`src/rtl/ooop_types.sv`:
```
//============================================================================
// Module      : ooop_types (package)
// Description : Shared types and sizes for the out-of-order core slice:
//               reservation-station entry, writeback wakeup packet, PRF and
//               ROB sizes. Also carries the build defaults for the RS depth,
//               issue width and writeback bus count (RS_DEPTH, OOOP_ISSUE_W,
//               OOOP_N_WB), each overridable from the command line.
// Revision    : 1.0 - initial release
//============================================================================
`ifndef RS_DEPTH
`define RS_DEPTH 4
`endif
`ifndef OOOP_ISSUE_W
`define OOOP_ISSUE_W 2
`endif
`ifndef OOOP_N_WB
`define OOOP_N_WB 3
`endif

`default_nettype none

package ooop_types;

    localparam int N_PHYS_REGS = 64;
    localparam int PREG_W      = $clog2(N_PHYS_REGS);
    localparam int ROB_DEPTH   = 16;
    localparam int ROB_TAG_W   = $clog2(ROB_DEPTH);

    // One reservation-station slot worth of micro-op state
    typedef struct packed {
        logic                 valid;
        logic [ROB_TAG_W-1:0] rob_tag;
        logic [7:0]           op;
        logic [PREG_W-1:0]    prs1;
        logic                 prs1_used;
        logic                 prs1_ready;
        logic [PREG_W-1:0]    prs2;
        logic                 prs2_used;
        logic                 prs2_ready;
        logic [PREG_W-1:0]    prd;
        logic                 rd_used;
    } rs_entry_t;

    // Result broadcast used to wake dependent sources
    typedef struct packed {
        logic              valid;
        logic              rd_used;
        logic [PREG_W-1:0] prd;
    } wb_pkt_t;

endpackage

`default_nettype wire

```
`src/rtl/rs_age_matrix.sv`:
```
//============================================================================
// Module      : rs_age_matrix
// Description : Relative-age tracker for DEPTH slots. older[i][j]=1 means
//               slot i was enqueued before slot j. Produces a one-hot of the
//               oldest requesting slot.
// Revision    : 1.0 - initial release
//============================================================================
`default_nettype none

module rs_age_matrix #(
    parameter int DEPTH = 4
) (
    input  logic             clk,
    input  logic             rst_n,
    input  logic [DEPTH-1:0] alloc_i,
    input  logic [DEPTH-1:0] dealloc_i,
    input  logic [DEPTH-1:0] req_i,
    output logic [DEPTH-1:0] oldest_o
);

    logic [DEPTH-1:0][DEPTH-1:0] r_older;

    // A new slot is younger than everything: clear its row, set its column
    always_ff @(posedge clk) begin
        if (!rst_n) begin
            r_older <= '0;
        end else begin
            for (int i = 0; i < DEPTH; i++) begin
                for (int j = 0; j < DEPTH; j++) begin
                    if (alloc_i[i]) begin
                        r_older[i][j] <= 1'b0;
                    end else if (alloc_i[j] && (i != j)) begin
                        r_older[i][j] <= 1'b1;
                    end else if (dealloc_i[i] || dealloc_i[j]) begin
                        r_older[i][j] <= 1'b0;
                    end
                end
            end
        end
    end

    // A requester wins when no other requester is older than it
    always_comb begin
        oldest_o = '0;
        for (int i = 0; i < DEPTH; i++) begin
            oldest_o[i] = req_i[i];
            for (int j = 0; j < DEPTH; j++) begin
                if ((j != i) && req_i[j] && r_older[j][i]) begin
                    oldest_o[i] = 1'b0;
                end
            end
        end
    end

endmodule

`default_nettype wire

```
`src/rtl/rs_age_multi.sv`:
```
//============================================================================
// Module      : rs_age_multi
// Description : Multi-issue reservation station with wakeup, per-port
//               selection holding, flush and ROB-tag based recovery.
//               Build option RS_AGE_SELECT_EN: when defined, each port picks
//               the oldest ready entry via rs_age_matrix; when undefined,
//               ports pick by lowest slot index and no age state exists.
// Revision    : 1.0 - initial release
//============================================================================
`default_nettype none

module rs_age_multi
    import ooop_types::*;
#(
    parameter int DEPTH   = `RS_DEPTH,
    parameter int ISSUE_W = `OOOP_ISSUE_W,
    parameter int N_WB    = `OOOP_N_WB
) (
    input  logic                    clk,
    input  logic                    rst_n,
    input  logic                    flush_i,
    input  logic                    recover_i,
    input  logic [ROB_DEPTH-1:0]    live_tag_i,
    input  logic [N_PHYS_REGS-1:0]  prf_valid_i,
    input  logic                    insert_valid_i,
    input  rs_entry_t               insert_entry_i,
    output logic                    ready_o,
    input  wb_pkt_t                 wb_i [N_WB],
    output logic [ISSUE_W-1:0]      issue_valid_o,
    output rs_entry_t               issue_entry_o [ISSUE_W],
    input  logic [ISSUE_W-1:0]      issue_ready_i,
    output logic [$clog2(DEPTH):0]  count_o
);

    localparam int c_IDX_W = $clog2(DEPTH);
    localparam int c_CNT_W = $clog2(DEPTH) + 1;

    logic [DEPTH-1:0]   r_occ;
    rs_entry_t          r_ent      [DEPTH];
    logic [ISSUE_W-1:0] r_hold_vld;
    logic [c_IDX_W-1:0] r_hold_idx [ISSUE_W];

    rs_entry_t          w_woke     [DEPTH];
    rs_entry_t          w_ins;
    logic [DEPTH-1:0]   w_rdy;
    logic [DEPTH-1:0]   w_live;
    logic [DEPTH-1:0]   w_alloc_oh;
    logic [DEPTH-1:0]   w_grant_oh;
    logic [DEPTH-1:0]   w_excl0;
    logic [DEPTH-1:0]   w_hold_oh  [ISSUE_W];
    logic [DEPTH-1:0]   w_req      [ISSUE_W];
    logic [DEPTH-1:0]   w_pick     [ISSUE_W];
    logic [DEPTH-1:0]   w_sel_oh   [ISSUE_W];
    logic [c_IDX_W-1:0] w_sel_idx  [ISSUE_W];
    logic               w_quiet;
    logic               w_enq;

    // A source is woken by any valid writeback of a real destination register
    function automatic logic wb_hit(input logic [PREG_W-1:0] preg);
        logic hit;
        hit = 1'b0;
        for (int k = 0; k < N_WB; k++) begin
            if (wb_i[k].valid && wb_i[k].rd_used && (wb_i[k].prd == preg) && (preg != '0)) begin
                hit = 1'b1;
            end
        end
        return hit;
    endfunction

    assign w_quiet = flush_i || recover_i;

    // Per-slot readiness, ROB liveness and post-wakeup entry image
    always_comb begin
        for (int i = 0; i < DEPTH; i++) begin
            w_rdy[i]  = r_occ[i] && r_ent[i].valid &&
                        (!r_ent[i].prs1_used || r_ent[i].prs1_ready) &&
                        (!r_ent[i].prs2_used || r_ent[i].prs2_ready);
            w_live[i] = live_tag_i[r_ent[i].rob_tag];
            w_woke[i] = r_ent[i];
            w_woke[i].prs1_ready = r_ent[i].prs1_ready | wb_hit(r_ent[i].prs1);
            w_woke[i].prs2_ready = r_ent[i].prs2_ready | wb_hit(r_ent[i].prs2);
        end
    end

    // One-hot view of each port's held slot
    always_comb begin
        for (int p = 0; p < ISSUE_W; p++) begin
            w_hold_oh[p] = '0;
            if (r_hold_vld[p]) begin
                w_hold_oh[p][r_hold_idx[p]] = 1'b1;
            end
        end
    end

    // Port 0's fresh pick must skip whatever port 1 is holding
    generate
        if (ISSUE_W > 1) begin : g_excl_hold1
            assign w_excl0 = w_hold_oh[ISSUE_W-1];
        end else begin : g_excl_none
            assign w_excl0 = '0;
        end
    endgenerate

`ifdef RS_AGE_SELECT_EN
    logic [DEPTH-1:0] w_dealloc;

    // Slots leaving the station this edge, for age bookkeeping
    always_comb begin
        if (flush_i) begin
            w_dealloc = '1;
        end else if (recover_i) begin
            w_dealloc = r_occ & ~w_live;
        end else begin
            w_dealloc = w_grant_oh;
        end
    end
`endif

    generate
        for (genvar p = 0; p < ISSUE_W; p++) begin : g_port
            if (p == 0) begin : g_req_first
                assign w_req[p] = w_rdy & ~w_excl0;
            end else begin : g_req_second
                assign w_req[p] = w_rdy & ~w_sel_oh[0];
            end
`ifdef RS_AGE_SELECT_EN
            rs_age_matrix #(
                .DEPTH (DEPTH)
            ) u_age (
                .clk       (clk),
                .rst_n     (rst_n),
                .alloc_i   (w_alloc_oh),
                .dealloc_i (w_dealloc),
                .req_i     (w_req[p]),
                .oldest_o  (w_pick[p])
            );
`else
            assign w_pick[p] = w_req[p] & (-w_req[p]);
`endif
            assign w_sel_oh[p]      = r_hold_vld[p] ? w_hold_oh[p] : w_pick[p];
            assign issue_valid_o[p] = (|w_sel_oh[p]) && !w_quiet;
        end
    endgenerate

    // Selected slot index, issued entry and granted slot mask
    always_comb begin
        w_grant_oh = '0;
        for (int p = 0; p < ISSUE_W; p++) begin
            w_sel_idx[p] = '0;
            for (int i = 0; i < DEPTH; i++) begin
                if (w_sel_oh[p][i]) begin
                    w_sel_idx[p] = c_IDX_W'(i);
                end
            end
            issue_entry_o[p] = issue_valid_o[p] ? r_ent[w_sel_idx[p]] : '0;
            if (issue_valid_o[p] && issue_ready_i[p]) begin
                w_grant_oh = w_grant_oh | w_sel_oh[p];
            end
        end
    end

    // Occupancy, lowest free slot and the incoming entry's ready bits
    always_comb begin
        logic found;
        found      = 1'b0;
        count_o    = '0;
        w_alloc_oh = '0;
        ready_o    = ~&r_occ;
        w_enq      = insert_valid_i && ready_o && !w_quiet;
        for (int i = 0; i < DEPTH; i++) begin
            count_o = count_o + c_CNT_W'(r_occ[i]);
            if (!found && !r_occ[i]) begin
                found         = 1'b1;
                w_alloc_oh[i] = w_enq;
            end
        end
        w_ins = insert_entry_i;
        w_ins.prs1_ready = insert_entry_i.prs1_ready | prf_valid_i[insert_entry_i.prs1] |
                           wb_hit(insert_entry_i.prs1) | (insert_entry_i.prs1 == '0);
        w_ins.prs2_ready = insert_entry_i.prs2_ready | prf_valid_i[insert_entry_i.prs2] |
                           wb_hit(insert_entry_i.prs2) | (insert_entry_i.prs2 == '0);
    end

    // Slot, entry and hold state; flush beats recover beats normal flow
    always_ff @(posedge clk) begin
        if (!rst_n) begin
            r_occ      <= '0;
            r_hold_vld <= '0;
            for (int p = 0; p < ISSUE_W; p++) begin
                r_hold_idx[p] <= '0;
            end
            for (int i = 0; i < DEPTH; i++) begin
                r_ent[i] <= '0;
            end
        end else if (flush_i) begin
            r_occ      <= '0;
            r_hold_vld <= '0;
        end else if (recover_i) begin
            r_occ <= r_occ & w_live;
            for (int i = 0; i < DEPTH; i++) begin
                r_ent[i] <= w_woke[i];
            end
            for (int p = 0; p < ISSUE_W; p++) begin
                r_hold_vld[p] <= r_hold_vld[p] && w_live[r_hold_idx[p]];
            end
        end else begin
            r_occ <= (r_occ & ~w_grant_oh) | w_alloc_oh;
            for (int i = 0; i < DEPTH; i++) begin
                r_ent[i] <= w_alloc_oh[i] ? w_ins : w_woke[i];
            end
            for (int p = 0; p < ISSUE_W; p++) begin
                r_hold_vld[p] <= issue_valid_o[p] && !issue_ready_i[p];
                r_hold_idx[p] <= w_sel_idx[p];
            end
        end
    end

endmodule

`default_nettype wire

```
`config.mk`:
```
export PLATFORM = sky130hd
export DESIGN_NAME = rs_age_multi
export DESIGN_NICKNAME = d
export VERILOG_FILES = /design/src/rtl/ooop_types.sv /design/src/rtl/rs_age_matrix.sv /design/src/rtl/rs_age_multi.sv
export SDC_FILE = /design/constraint.sdc
export NUM_CORES = 1
export LEC_CHECK = 0
export CAP_MARGIN = 20
export CORE_MARGIN = 1.5
export CORE_UTILIZATION = 50
export CTS_BUF_LIST = sky130_fd_sc_hd__clkbuf_4 sky130_fd_sc_hd__clkbuf_8
export DETAILED_ROUTE_END_ITERATION = 6
export PLACE_DENSITY = 0.8
export SYNTH_ARGS = -nofsm -noshare
export SYNTH_HDL_FRONTEND = slang
export SYNTH_HIERARCHICAL = 1
export SYNTH_SLANG_ARGS = --single-unit
```
`constraint.sdc`:
```
create_clock -name clk -period 5.4 [get_ports clk]
set_input_delay 1.08 -clock clk [delete_from_list [all_inputs] [get_ports clk]]
set_output_delay 1.08 -clock clk [all_outputs]
set_load 0.005 [all_outputs]
```
[After elaboration in Yosys (flattened, before gate mapping)]
Memories as Yosys holds them, arrays and structs flattened.
Index checks and enable logic that the tools add are counted.
Storage, ports and cells
  input port bits: 147
  bits in writable memories: 148
  register bits after elaboration: 6
  memories: 2
  word-level logic and storage cells: 312
  bits in latches: 0
  ROM bits: 0
Memories
  r_ent: depth 4, bits a word 36, read ports 6, clocked after memory_dff 0, wr ports 4, line rs_age_multi.sv:39  | rs_entry_t r_ent [DEPTH];
  r_hold_idx: depth 2, bits a word 2, read ports 2, clocked after memory_dff 0, wr ports 2, line rs_age_multi.sv:41  | logic [c_IDX_W-1:0] r_hold_idx [ISSUE_W];
Cells by class
  multiplexer cells: 95
  eq/ne operators: 30
  add/subtract/negate cells: 5
  shifts and indexed selects: 0
  bitwise operators: 36
  magnitude comparators: 10
  multiply operators: 0
  divide/modulo/power cells: 0
  reductions and logical operators: 132
Operator list (number)
  $mux W36: 14
  $eq A6 B6 Y1: 30
  $logic_and A1 B1 Y1: 90
  $reduce_bool A6 Y1: 10
  $mux W1: 58
  $and A4 B4 Y4: 6
  $mux W4: 6
  $or A1 B1 Y1: 24
  $lt A4 B5 Y1 const B: 4
  $logic_not A1 Y1: 17
  $bmux W1 S4: 4
  $lt A6 B7 Y1 const B: 2
  $mux W2: 7
  $bmux W1 S6: 2
  $logic_not A6 Y1: 2
  $not A4 Y4: 3
  $logic_or A1 B1 Y1: 9
  $neg A4 Y4: 2
  $or A4 B4 Y4: 2
  $reduce_or A4 Y1: 2
  $lt A2 B3 Y1 const B: 2
  $bmux W1 S2: 2
  $demux W1 S2: 2
  $ge A2 B1 Y1 const B: 2
  other kinds (6): 6

[Logic depth before layout (Yosys ltp)]
An unclocked memory read counts as a cell.
  depth after elaboration: 24
  mapped depth: 10
  depth with buffers taken out: 7

[Least setup slack after synthesis]
Ideal clock, no wire load.
  path type: input-to-reg
  from: in flush_i
  to: mem r_ent[3][0] in the netlist's numbering, enable pin
  data required time: 4928 ps
  stages: 5
  setup time: 472 ps
  arrival time: 4671 ps
  path slack: 257 ps
  path through: clkbuf_1 > nor2_1 > nand3_1 > or3b_2 > o21ai_0
RTL lines
  start, declared: line rs_age_multi.sv:21  | input logic flush_i,
  end, declared: line rs_age_multi.sv:39

==> results.md <==
* Status: finished, violations left
* Failing checks: DRC
* Prevailing post-synth register cell: edfxtp_1
* Fin crit period at 5.148 ns
* Clock skew at 0.01429 ns
* Crit. End Element: output port
* Synth Area in Adders at 0.6673%
* Routed Antenna Nets at 0
* 1st-iter DRT viols at around 2,400
* Fin nets at approximately 1,500
* Slew margin rel. at 33.57%
* Fmax at 0.1942 GHz
* Via/cell ratio at ~7.0
* Root Buffer: clkbuf_8
* Pwr per Cell Area at 188.9 nW/um2
* Gp weighted congestion at about 1.0
* Per-cell routed wire length at between 20 and 30 um
* Max Buffers Root-to-Sink at 2
* Met3 usage at 7.748%
* # fillers at 1,907
* Number of global-route vias before repair at 12,050
* Post-route clock period utilization at ~95%
* Yosys cell types at 64
* Vias at 12,021
* Register area at 4564 um2
* Num ports at between 200 and 250
* Synth area leader: edfxtp_1
* Synthesized area per cell at between 9 and 10 um2
* Multiplexer share of the synthesized area at 11.47%
* Clock slew at reported path FFs at roughly 0.09 ns
* CTS tree: done
* First-pass GRT wire length at 69,070 um
* Compound-Gate Fraction of Synth Area at a little over an eighth
* Final Instance Count excl. Fillers at 1,723
* Synth Area in XOR/XNOR at between 10% and 20%
* Crit path kind: register to output port
* # rows at 57
* Footprint of the multi-input gates at approximately 7000 um2
* Count leader, synth: edfxtp_1
* Share of post-route cells with drive strength above 1 at 11.73%
* GR Overflow Total at 0
* Cts hold-fix bufs at 0
* Die Y at 160.3 um
* CTS resizes at 0
* Synth warn at 6
* Clock power frac at 32.1%
* Initial Utilization at between 50% and 60%
* FFs w/ async S/R, synth at 0%
* P&R area growth vs syn at 23.61%
* Chip Width at 160.3 um
* Total CTS buffers at 17
* Simple-Gate Fraction of Synth Area at 19.32%
* Register area share after synthesis at 36.89%
* Synth Net Count at 1,414
* DRC at 13
* Drt total wl at approximately 45,000 um
* Critical-path maximum fanout at 13
* Post-Syn Instances at 1,261
* Hold Crit Class: register to register
* Yosys reg bits at 154
* Worst IR drop on VDD at 0.0001737 V
* Core footprint at 24,320 um2
* Syn Std Cell Area at 12,370 um2
* Hold Vio Cnt, Final at 0
* Post-CTS setup buffer count at 0
* DP HPWL at approximately 30,000 um
* Worst path required time at 4.32 ns
* Worst Tran Pin Value at 0.9940 ns
* Hold slack at about 0.57 ns
* GRT busiest layer: met2
* Sink Count at approximately 150
* Total Routing Usage GR at 34.88%
* Psw at 0.0008304 W
* Placed insts at ~1,700
* Count of port buffers added during placement at 224
* Crit path arrival time at 4.07 ns
* GR Util met1 at 44.73%
* Final Max Slew Viols at 0
* Leading post-synthesis cells by cell area: edfxtp_1 (36%), mux4_2 (11%), and3_1 (6.7%)
* Logic pwr share at 18.5%
* Antenna violations before repair at 1
* Total power at roughly 0.0029 W
* RSZ-0062 raised after global routing: false
* Pin count of the biggest net entering global routing at 61
* Switching portion of total power at between 20% and 30%
* Pre-Repair DR Iteration Count at 7
* Top cells by count, synth: edfxtp_1 (148), nand2_1 (139), and3_1 (133)
* Met2 Resource Use GR at a little under three fifths
* Seq pwr share at 49.4%
* LEAKAGE at roughly 5.5 nW
* Max-cap violations at 0
* Cell-internal power at 0.002058 W
* Final setup vio count at 0
* Die Area at 25,700 um2
* Number of flops mapped to enable cells by yosys at 148
* Crit start category: register
* Main combinational cell family by area after synthesis: simple AND/OR/NAND/NOR gates
* Setup TNS at 0 ns
* Worst skew pair latency at 0.47 ns
* H-tree depth at 4
* Top-area cell type share of the netlist area at 35.92%
==> final cells by class <==
cell class | instances | area share, %
flip-flops and latches | 154 | 29.84
repair buffers | 270 | 17.29
diodes | 1 | 0.01636
clock buffers | 17 | 1.530
well taps | 324 | 2.650
multi-input cells | 928 | 47.17
inverters | 14 | 0.3436
clock inverters | 15 | 1.162
==> kinds of logic after synthesis <==
logic type	after synthesis
xor+xnor	179
flops	154
fa+ha+maj	6
compound gates	226
simple gates	454
buf+inv	179
mux	63
==> critical path: stages, from the launching register on <==
cell and delay [ns]:
edfxtp_1 0.44, nor2b_1 0.45, nor3_2 0.15, o32a_1 0.42
o21a_1 0.29, o21ai_4 0.47, buf_4 0.32, nand3_1 0.10
a32oi_1 0.37, clkdlybuf4s50_1 0.59
==> cells in the final DEF, fill, tap and decap left out, types with 9 or more instances in the layout <==
master	n
mux4_2	63
clkdlybuf4s50_1	224
clkbuf_8	17
nor2_1	19
and3_1	133
buf_4	41
inv_1	14
o21ai_0	36
nor4_1	31
nand2_1	139
nand4_1	27
xnor2_1	88
nor2b_1	9
a222oi_1	36
a21oi_1	60
edfxtp_1	148
xor2_1	91
nor3_1	19
nand3_1	45
a32oi_1	38
==> worst paths after layout <==
check             depth (start not counted)           endpoint  slack [ns]              from
hold reg to reg                           2           r_occ[1]        0.57          r_occ[1]
setup reg to reg                         10           r_occ[1]        2.38  r_hold_idx[0][2]
hold / removal                            2           r_occ[1]        0.57          r_occ[1]
setup / recovery                          9  issue_entry_o[15]        0.25      r_ent[0][15]
==> per-stage QoR <==
step,area (um2),setup slack (ns),util [%]
floorplan,12370,0.2566,-
detailed placement,14870,0.6603,61.16
finish,15300,0.2519,62.90
global route,15290,0.09242,62.89
global placement,14860,0.3981,61.10
CTS,15290,0.1973,62.85
==> power by group through the flow <==
stage	clock (W)	combinational, W	sequential (W)
floorplan	0	0.000339	0.00140
detailed placement	0	0.000523	0.00145
CTS	0.000921	0.000526	0.00142
global route	0.000971	0.000564	0.00143
finish	0.000926	0.000535	0.00143
global placement	0	0.000508	0.00145
==> flip-flops by register name (all words and copies together) (netlist names) <==
| register | flops |
|---|---|
| r_hold_vld | 2 |
| r_ent | 144 |
| r_occ | 4 |
| r_hold_idx | 4 |
==> metal layers <==
metal	up-vias	wire length, um
li1	5057	-
met1	5683	15880
met2	1085	21420
met3	196	5846
met4	0	1987
met5	-	0
No activity file was read; power rests on OpenSTA's default activity.
